<file path="src/rtl/psum_collector_pkg.sv">
// Shared types and constants for the partial-sum collector.
// Contents: layer-mode enum, psum / ofmap bus payloads, per-mode output
// counts, FSM state enum, and small helpers for mode decode and ReLU.
package psum_collector_pkg;

  localparam int unsigned PSUM_W = 12;  // psum width, signed fixed point (12,5)
  localparam int unsigned N_FILT = 4;   // filters per column
  localparam int unsigned FILT_W = 2;   // filter index width
  localparam int unsigned N_LANE = 4;   // psums per ofmap word
  localparam int unsigned LANE_W = 2;   // lane pointer width
  localparam int unsigned CNT_W  = 6;   // per-filter output counter width

  // Outputs per filter for one layer pass
  localparam int unsigned L1_OFMAP_SIZE = 16;
  localparam int unsigned L2_OFMAP_SIZE = 20;
  localparam int unsigned L3_OFMAP_SIZE = 6;

  typedef enum logic [1:0] {
    MODE1 = 2'd0,
    MODE2 = 2'd1,
    MODE3 = 2'd2,
    MODE4 = 2'd3
  } op_mode_e;

  typedef enum logic [1:0] {
    ST_IDLE    = 2'd0,
    ST_COLLECT = 2'd1,
    ST_FLUSH   = 2'd2,
    ST_DONE    = 2'd3
  } state_e;

  typedef logic [N_LANE-1:0][PSUM_W-1:0] pack_data_t;

  typedef struct packed {
    logic              valid;
    logic [PSUM_W-1:0] psum;
    logic [FILT_W-1:0] filter_idx;
  } psum_packet_t;

  typedef struct packed {
    logic              valid;
    logic [FILT_W-1:0] filter_idx;
    pack_data_t        data;
  } ofmap_packet_t;

  // Number of outputs each filter produces in the given mode
  function automatic logic [CNT_W-1:0] mode_ofmap_max(input op_mode_e m);
    case (m)
      MODE1, MODE2: return CNT_W'(L1_OFMAP_SIZE);
      MODE3:        return CNT_W'(L2_OFMAP_SIZE);
      MODE4:        return CNT_W'(L3_OFMAP_SIZE);
      default:      return CNT_W'(L1_OFMAP_SIZE);
    endcase
  endfunction

  // Negative psums clamp to zero
  function automatic logic [PSUM_W-1:0] relu(input logic [PSUM_W-1:0] p);
    return p[PSUM_W-1] ? '0 : p;
  endfunction

endpackage

</file>
<file path="src/rtl/psum_collector_if.sv">
// Collector-side bus bundle.
//   mode_in/change_mode : layer mode load
//   conv_continue       : start/restart a layer pass
//   psum_in/psum_ack_out: psum stream from the top PE of the column
//   ofmap_out/ofmap_ready: packed output words, valid/ready handshake
//   layer_done/error    : pass status
// slave = collector view, master = driver view.
interface psum_collector_if;
  import psum_collector_pkg::*;

  op_mode_e      mode_in;
  logic          change_mode;
  logic          conv_continue;
  psum_packet_t  psum_in;
  logic          psum_ack_out;
  ofmap_packet_t ofmap_out;
  logic          ofmap_ready;
  logic          layer_done;
  logic          error;

  modport slave (
    input  mode_in, change_mode, conv_continue, psum_in, ofmap_ready,
    output psum_ack_out, ofmap_out, layer_done, error
  );

  modport master (
    output mode_in, change_mode, conv_continue, psum_in, ofmap_ready,
    input  psum_ack_out, ofmap_out, layer_done, error
  );

endinterface

</file>
<file path="src/rtl/psum_collector_rr_arbiter4.sv">
// 4-request round-robin arbiter.
//   clk, rst      : clock, async active-low reset
//   req           : request vector
//   advance       : the current grant is consumed this cycle
//   gnt_idx_c     : granted index (combinational)
//   gnt_valid_c   : some request is granted (combinational)
// prio_q holds the index searched first; after a grant it moves to the
// slot just after the winner, so the search always starts after the
// last granted requester.
module rr_arbiter4
  import psum_collector_pkg::*;
(
  input  logic              clk,
  input  logic              rst,
  input  logic [N_FILT-1:0] req,
  input  logic              advance,
  output logic [FILT_W-1:0] gnt_idx_c,
  output logic              gnt_valid_c
);

  logic [FILT_W-1:0] prio_q;
  logic [FILT_W-1:0] cand_c;

  // Scan from the farthest offset down so the nearest requester wins
  always_comb begin
    gnt_idx_c   = '0;
    gnt_valid_c = 1'b0;
    cand_c      = '0;
    for (int k = N_FILT - 1; k >= 0; k--) begin
      cand_c = prio_q + FILT_W'(k);
      if (req[cand_c]) begin
        gnt_idx_c   = cand_c;
        gnt_valid_c = 1'b1;
      end
    end
  end

  always_ff @(posedge clk or negedge rst) begin
    if (!rst) begin
      prio_q <= '0;
    end else if (advance && gnt_valid_c) begin
      prio_q <= gnt_idx_c + FILT_W'(1);
    end
  end

endmodule

</file>
<file path="src/rtl/psum_collector.sv">
// Partial-sum collector: packs ReLU'd psums from one PE column into
// 4-lane words per filter and streams them out through a single output
// register, tracking per-filter output counts for the current layer.
//   clk  : clock, rising edge
//   rst  : async active-low reset
//   bus  : psum_collector_if.slave (mode, pass control, psum in, ofmap out,
//          layer_done, error)
module psum_collector
  import psum_collector_pkg::*;
(
  input  logic              clk,
  input  logic              rst,
  psum_collector_if.slave   bus
);

  state_e            state_q, state_d;
  op_mode_e          mode_q;
  logic [CNT_W-1:0]  ofmap_max_c;

  pack_data_t        pack_buf_q [N_FILT];
  logic [LANE_W-1:0] ptr_q      [N_FILT];
  logic [CNT_W-1:0]  cnt_q      [N_FILT];
  logic [N_FILT-1:0] pack_full_q;

  ofmap_packet_t     ofmap_q;
  logic              layer_done_q;
  logic              error_q;

  logic [FILT_W-1:0] in_f_c;
  logic [FILT_W-1:0] gnt_idx_c;
  logic              gnt_valid_c;
  logic              load_c;
  logic              ack_c;
  logic              overflow_c;
  logic              all_done_c;
  logic [CNT_W-1:0]  cnt_next_c;
  logic [LANE_W-1:0] ptr_cur_c;
  pack_data_t        out_data_c;

  assign ofmap_max_c = mode_ofmap_max(mode_q);
  assign in_f_c      = bus.psum_in.filter_idx;
  assign ptr_cur_c   = ptr_q[in_f_c];
  assign cnt_next_c  = cnt_q[in_f_c] + CNT_W'(1);
  assign overflow_c  = (cnt_q[in_f_c] == ofmap_max_c);

  // Output register takes a new pack whenever it is empty or being drained
  assign load_c = gnt_valid_c && !bus.conv_continue &&
                  (!ofmap_q.valid || bus.ofmap_ready);

  // A pack moving to the output register this cycle cannot also take data
  assign ack_c = (state_q == ST_COLLECT) && bus.psum_in.valid &&
                 !pack_full_q[in_f_c] &&
                 !(load_c && (gnt_idx_c == in_f_c));

  rr_arbiter4 u_arb (
    .clk         (clk),
    .rst         (rst),
    .req         (pack_full_q),
    .advance     (load_c),
    .gnt_idx_c   (gnt_idx_c),
    .gnt_valid_c (gnt_valid_c)
  );

  // Every filter has produced its full quota
  always_comb begin
    all_done_c = 1'b1;
    for (int unsigned f = 0; f < N_FILT; f++) begin
      if (cnt_q[f] != ofmap_max_c) all_done_c = 1'b0;
    end
  end

  // Granted pack with lanes past the write pointer zeroed (ptr 0 = all used)
  always_comb begin
    out_data_c = '0;
    for (int unsigned i = 0; i < N_LANE; i++) begin
      if ((ptr_q[gnt_idx_c] == '0) || (LANE_W'(i) < ptr_q[gnt_idx_c])) begin
        out_data_c[i] = pack_buf_q[gnt_idx_c][i];
      end
    end
  end

  // Next-state logic
  always_comb begin
    state_d = state_q;
    if (bus.conv_continue) begin
      state_d = ST_COLLECT;
    end else begin
      case (state_q)
        ST_COLLECT: if (all_done_c) state_d = ST_FLUSH;
        ST_FLUSH:   if ((pack_full_q == '0) && !ofmap_q.valid) state_d = ST_DONE;
        default:    state_d = state_q;
      endcase
    end
  end

  // State, mode, and status flags
  always_ff @(posedge clk or negedge rst) begin
    if (!rst) begin
      state_q      <= ST_IDLE;
      mode_q       <= MODE1;
      layer_done_q <= 1'b1;
      error_q      <= 1'b0;
    end else begin
      state_q      <= state_d;
      layer_done_q <= (state_d == ST_IDLE) || (state_d == ST_DONE);
      if (bus.change_mode && ((state_q == ST_IDLE) || (state_q == ST_DONE))) begin
        mode_q <= bus.mode_in;
      end
      if (bus.conv_continue) begin
        error_q <= 1'b0;
      end else if (ack_c && overflow_c) begin
        error_q <= 1'b1;
      end
    end
  end

  // Per-filter pack buffers, lane pointers, and output counters
  always_ff @(posedge clk or negedge rst) begin
    if (!rst) begin
      pack_full_q <= '0;
      for (int unsigned f = 0; f < N_FILT; f++) begin
        pack_buf_q[f] <= '0;
        ptr_q[f]      <= '0;
        cnt_q[f]      <= '0;
      end
    end else if (bus.conv_continue) begin
      pack_full_q <= '0;
      for (int unsigned f = 0; f < N_FILT; f++) begin
        ptr_q[f] <= '0;
        cnt_q[f] <= '0;
      end
    end else begin
      if (load_c) begin
        pack_full_q[gnt_idx_c] <= 1'b0;
        ptr_q[gnt_idx_c]       <= '0;
      end
      // Accepts past the quota are acknowledged but dropped
      if (ack_c && !overflow_c) begin
        pack_buf_q[in_f_c][ptr_cur_c] <= relu(bus.psum_in.psum);
        ptr_q[in_f_c]                 <= ptr_cur_c + LANE_W'(1);
        cnt_q[in_f_c]                 <= cnt_next_c;
        if ((ptr_cur_c == LANE_W'(N_LANE - 1)) || (cnt_next_c == ofmap_max_c)) begin
          pack_full_q[in_f_c] <= 1'b1;
        end
      end
    end
  end

  // Single output register; held while valid and not taken
  always_ff @(posedge clk or negedge rst) begin
    if (!rst) begin
      ofmap_q <= '0;
    end else if (bus.conv_continue) begin
      ofmap_q <= '0;
    end else if (load_c) begin
      ofmap_q.valid      <= 1'b1;
      ofmap_q.filter_idx <= gnt_idx_c;
      ofmap_q.data       <= out_data_c;
    end else if (ofmap_q.valid && bus.ofmap_ready) begin
      ofmap_q.valid <= 1'b0;
    end
  end

  assign bus.psum_ack_out = ack_c;
  assign bus.ofmap_out    = ofmap_q;
  assign bus.layer_done   = layer_done_q;
  assign bus.error        = error_q;

endmodule

</file>
<file path="src/flat_wrapper.sv">
// flat-port wrapper written by rule: the top's interface ports become plain ports
module psum_collector_flat import psum_collector_pkg::*;
  (clk, rst, bus_mode_in, bus_change_mode, bus_conv_continue, bus_psum_in, bus_ofmap_ready, bus_psum_ack_out, bus_ofmap_out, bus_layer_done, bus_error);
  psum_collector_if bus_i ();
  input  logic clk;
  input  logic rst;
  input wire logic [$bits(bus_i.mode_in)-1:0] bus_mode_in;
  input wire logic [$bits(bus_i.change_mode)-1:0] bus_change_mode;
  input wire logic [$bits(bus_i.conv_continue)-1:0] bus_conv_continue;
  input wire logic [$bits(bus_i.psum_in)-1:0] bus_psum_in;
  input wire logic [$bits(bus_i.ofmap_ready)-1:0] bus_ofmap_ready;
  output wire logic [$bits(bus_i.psum_ack_out)-1:0] bus_psum_ack_out;
  output wire logic [$bits(bus_i.ofmap_out)-1:0] bus_ofmap_out;
  output wire logic [$bits(bus_i.layer_done)-1:0] bus_layer_done;
  output wire logic [$bits(bus_i.error)-1:0] bus_error;
  assign bus_i.mode_in = bus_mode_in;
  assign bus_i.change_mode = bus_change_mode;
  assign bus_i.conv_continue = bus_conv_continue;
  assign bus_i.psum_in = bus_psum_in;
  assign bus_i.ofmap_ready = bus_ofmap_ready;
  assign bus_psum_ack_out = bus_i.psum_ack_out;
  assign bus_ofmap_out = bus_i.ofmap_out;
  assign bus_layer_done = bus_i.layer_done;
  assign bus_error = bus_i.error;
  psum_collector u_core (.clk(clk), .rst(rst), .bus(bus_i));
endmodule
</file>
<file path="config.mk">
export PLATFORM = sky130hd
export DESIGN_NAME = psum_collector_flat
export DESIGN_NICKNAME = d
export VERILOG_FILES = /design/src/rtl/psum_collector_pkg.sv /design/src/rtl/psum_collector_if.sv /design/src/rtl/psum_collector_rr_arbiter4.sv /design/src/rtl/psum_collector.sv /design/src/flat_wrapper.sv
export SDC_FILE = /design/constraint.sdc
export NUM_CORES = 1
export LEC_CHECK = 0
export CAP_MARGIN = 5
export CORE_ASPECT_RATIO = 1.4
export CORE_MARGIN = 2
export CORE_UTILIZATION = 45
export DETAILED_ROUTE_END_ITERATION = 7
export PLACE_DENSITY_LB_ADDON = 0.2
export SLEW_MARGIN = 20
export SYNTH_ARGS = -nofsm -noshare
export SYNTH_HDL_FRONTEND = slang
export SYNTH_SLANG_ARGS = --single-unit
</file>
<file path="constraint.sdc">
create_clock -name clk -period 2.6 [get_ports clk]
set_clock_uncertainty 0.05 [all_clocks]
set_input_delay 0.52 -clock clk [delete_from_list [all_inputs] [get_ports clk]]
set_output_delay 0.52 -clock clk [all_outputs]
set_load 0.005 [all_outputs]
</file>
==> key figures <==
Pwr
  – Power density normalized to cell area: 660 nW/µm²
  – Total leakage power: about 0.0085 µW
  – Largest voltage drop on the vdd net: roughly 500 µV

Final layout
  – Fill count: 2193
  – Layout cells sized above 1: 0.378
  – Area taken by flip-flops and latches: between 6000 and 7000 µm²
  – Final cell utilization of the core: 0.602
  – Combined area of the multi-input logic cells: 6360 µm²
  – Number of standard cells in the final layout excluding fillers: 1562
  – Final net count: 1209
  – # diodes: 0
  – Synth-to-Final Area Change: 31.4%

Worst setup path
  – Dominant delay contributor by cell family on the critical path: multiplexers
  – Top cell by count, worst path: buf_12
  – Worst Path Max Fanout: 6
  – Kind of start point of the critical path: register
  – Buffers and inverters on the worst path: 4
  – Source of the critical timing path: u_core.cnt_q[16]$_DFFE_PN0P_
  – Critical Setup Path Class: reg2reg
  – Critical path's slowest cell: mux4_2
  – Capturing element type of the critical path: register
  – Worst Path Required: 2.97 ns
  – Critical Path AT: 3.11 ns
  – Largest incremental delay on the critical path: 0.48 ns
  – FF-to-FF Start: u_core.cnt_q[16]$_DFFE_PN0P_
  – Crit path cell chain: mux4_2 > or3b_4 > a211oi_4 > buf_12 > buf_8 > nor4_4 > nand2_2 > buf_6 > buf_12 > mux2_2

Synthesis
  – Post-synthesis instance area: 12700 µm²
  – Unique cell type count in the Yosys netlist: 50
  – Number of enable-type register cells in the synthesized netlist: 0
  – Average cell area after synthesis: between 10 and 15 µm²
  – Post-synthesis instance total: ~1.0k
  – Total number of yosys warnings: 0
  – Most used DFF post-synth: dfrtp_1
  – Top cell type's share of synthesized area: 0.525
  – Library cell occupying the most area in the post-synthesis netlist: dfrtp_1
  – Leading post-synthesis cells by cell area: dfrtp_1 52%, mux2_2 19%, mux2i_1 8.8%
  – Sequential-to-total area share from yosys stat: 0.527
  – Register bit count reported by yosys: 267
  – Top cells by instance count after synthesis: 266 x dfrtp_1, 216 x mux2_2, 111 x mux2i_1, 63 x nand2_1, 51 x o21ai_0
  – Leading cell type by number of instances after synthesis: dfrtp_1
  – Fraction of registers with async set or reset after synthesis: 1.00

Global route
  – Remaining Overflow, GRT: 0
  – Antenna violations before repair: 0
  – Combined global-route utilization of all metal layers: 0.218
  – Number of global-route vias before repair: 9281
  – Largest net degree at the start of global routing: 83
  – Wire length of the first global-routing pass: 51800 µm

Route
  – Post-DR wirelength/cell: ~21 µm
  – Starting DRT DRC Count: 466
  – Highest routing layer actually used: met4
  – Detailed-route wire length on metal 1: ~14000 µm
  – Total met3 wirelength after detailed routing: 891 µm
  – Detailed Route WL: 32200 µm
  – Average vias per placed instance: 5.48
  – Number of vias in the routed layout: approximately 8.6k
  – Detail Route Antenna Nets: 0
  – DR WL met2: 16700 µm
  – DRT Pass-1 Iters: 5
  – Post-route DRC violation count: 0

STA
  – Peak Freq: about 0.36 GHz
  – Setup repair after global routing missed its margin: true
  – Endpoints failing setup: 173
  – Final setup margin: -0.142 ns
  – Period Utilization, post-route: 1.05
  – Worst-case hold slack: 0.407 ns
  – Final Hold Fails: 0
  – Time the final worst path needs with I/O delays and setup: 2.74 ns
  – Number of pins exceeding their max-slew limit in the final report: 0

Floorplanning
  – Area of the die: 29600 µm²
  – Die width: 146 µm
  – Num ports: between 70 and 80
  – Row Count: 72
  – Starting utilization of the core area: 0.459
  – Core region area: 27700 µm²
  – Overall die height: 203 µm

Placed design
  – # port buffers: 71
  – Gp weighted congestion: 0.830
  – Inst Count DP: 1490
  – Post-detail-place hpwl: 20300 µm

Status
  – Outcome: finished, violations left
  – Failing checks: setup timing

CTS
  – Maximum root-to-sink buffer count: 3
  – H-tree depth: 1
  – TritonCTS clock tree: done
  – Root buffer selected by CTS: clkbuf_16
  – Sink count of the clock tree: 267
  – Clock Pin Slew Worst Setup and Hold Paths: 0.06 ns
  – Insertion delay of the later-clocked pin in the worst-skew pair: around 0.55 ns
  – TritonCTS buffer count: 28

Worst hold path
  – Worst min path class: in2async

Run
  – Count of max-cap constraint violations: 0
[routing by layer]
metal,up-vias,global-route usage
met5,-,0
met1,4413,0.281
met4,0,0.0627
met2,144,0.391
li1,3947,-
met3,56,0.0222
[sequential cells by signal, summed over array words and instances, names as in the netlist]
name	count
u_core.mode_q	2
u_core.bus.ofmap_out	47
u_core.u_arb.prio_q	2
u_core.bus.error	1
u_core.cnt_q	24
u_core.bus.layer_done	1
u_core.pack_full_q	4
u_core.pack_buf_q	176
u_core.state_q	2
u_core.ptr_q	8
[worst register-to-register path: stages, from the launching register on]
cell      delay, ns
dfrtp_1        0.39
mux4_2         0.48
or3b_4         0.40
a211oi_4       0.31
buf_12         0.16
buf_8          0.12
nor4_4         0.06
nand2_2        0.09
buf_6          0.11
buf_12         0.11
mux2_2         0.34
[power breakdown]
| part | internal [µW] | switching (µW) |
|---|---|---|
| Sequential | 4640 | 285 |
| Combinational | 1160 | 853 |
| Clock | 2420 | 1640 |
[cells by family (layout without fill, tap and decap cells)]
kind of cell	Yosys count	in the layout	share of synthesized area
other	1	4	0.000296
muxes	335	335	0.294
xor gates and xnor gates	6	6	0.00414
AOI/OAI and AO/OA	106	106	0.0538
buffers and inverters	89	262	0.0330
adders and majority gates	14	14	0.0138
and+or+nand+nor	198	198	0.0744
DFF	267	267	0.527
[metrics by stage]
step                      instance area, µm²  TNS (ns)  setup WS [ns]  power, µW
final                                  16700    -13.87         -0.142      11000
after detailed placement               15000   -164.34         -0.827       6750
after CTS                              16400     -9.12         -0.118      11000
after floorplan                        13200    -55.03         -0.314       6090
after global routing                   16700    -30.61         -0.229      11500
after global placement                 15000   -163.24         -0.816       6700
[timing repair]
action / in CTS / in global routing
cloned: 5 / 4
hold buffers: 1 / 0
gates resized for setup: 81 / 43
endpoints found under the setup margin: 211 / 217
endpoints found under the hold margin: 33 / 0
pin swaps: 7 / 12
setup buffers: 12 / 3
[path summary, 6_finish.rpt]
kind	endpoint	slack, ns	cells after the start
min in group clk	u_core.pack_buf_q[92]$_DFFE_PN0P_	0.46	1
max in group asynchronous	u_core.pack_buf_q[153]$_DFFE_PN0P_	1.34	3
min	u_core.cnt_q[5]$_DFFE_PN0P_	0.41	2
max reg2reg	u_core.pack_buf_q[93]$_DFFE_PN0P_	-0.14	10
max	u_core.pack_buf_q[93]$_DFFE_PN0P_	-0.14	10
min reg2reg	u_core.pack_buf_q[92]$_DFFE_PN0P_	0.46	1
[cell type report]
class,count,share of cell area
clock inverter,9,0.00736
multi-input combinational,663,0.382
sequential,267,0.401
inverter,10,0.00240
tap,370,0.0278
clock buffer,40,0.0478
timing repair buffer,203,0.132
[layout by cell type, fill, tap and decap left out, drive strengths merged, types with 5 or more instances in the layout]
cell           instances
mux2                 216
inv                   10
nor4                   7
mux2i                111
dfrtp                266
buf                  127
nand3                 50
a21oi                 16
o21ai                 51
nor2b                 12
nor3                  14
clkdlybuf4s50         67
clkinv                 5
nand2                 63
mux4                   8
a32o                  11
ha                    14
clkbuf                45
nor2                  28
Note: power is estimated with default switching activity, not from simulation.
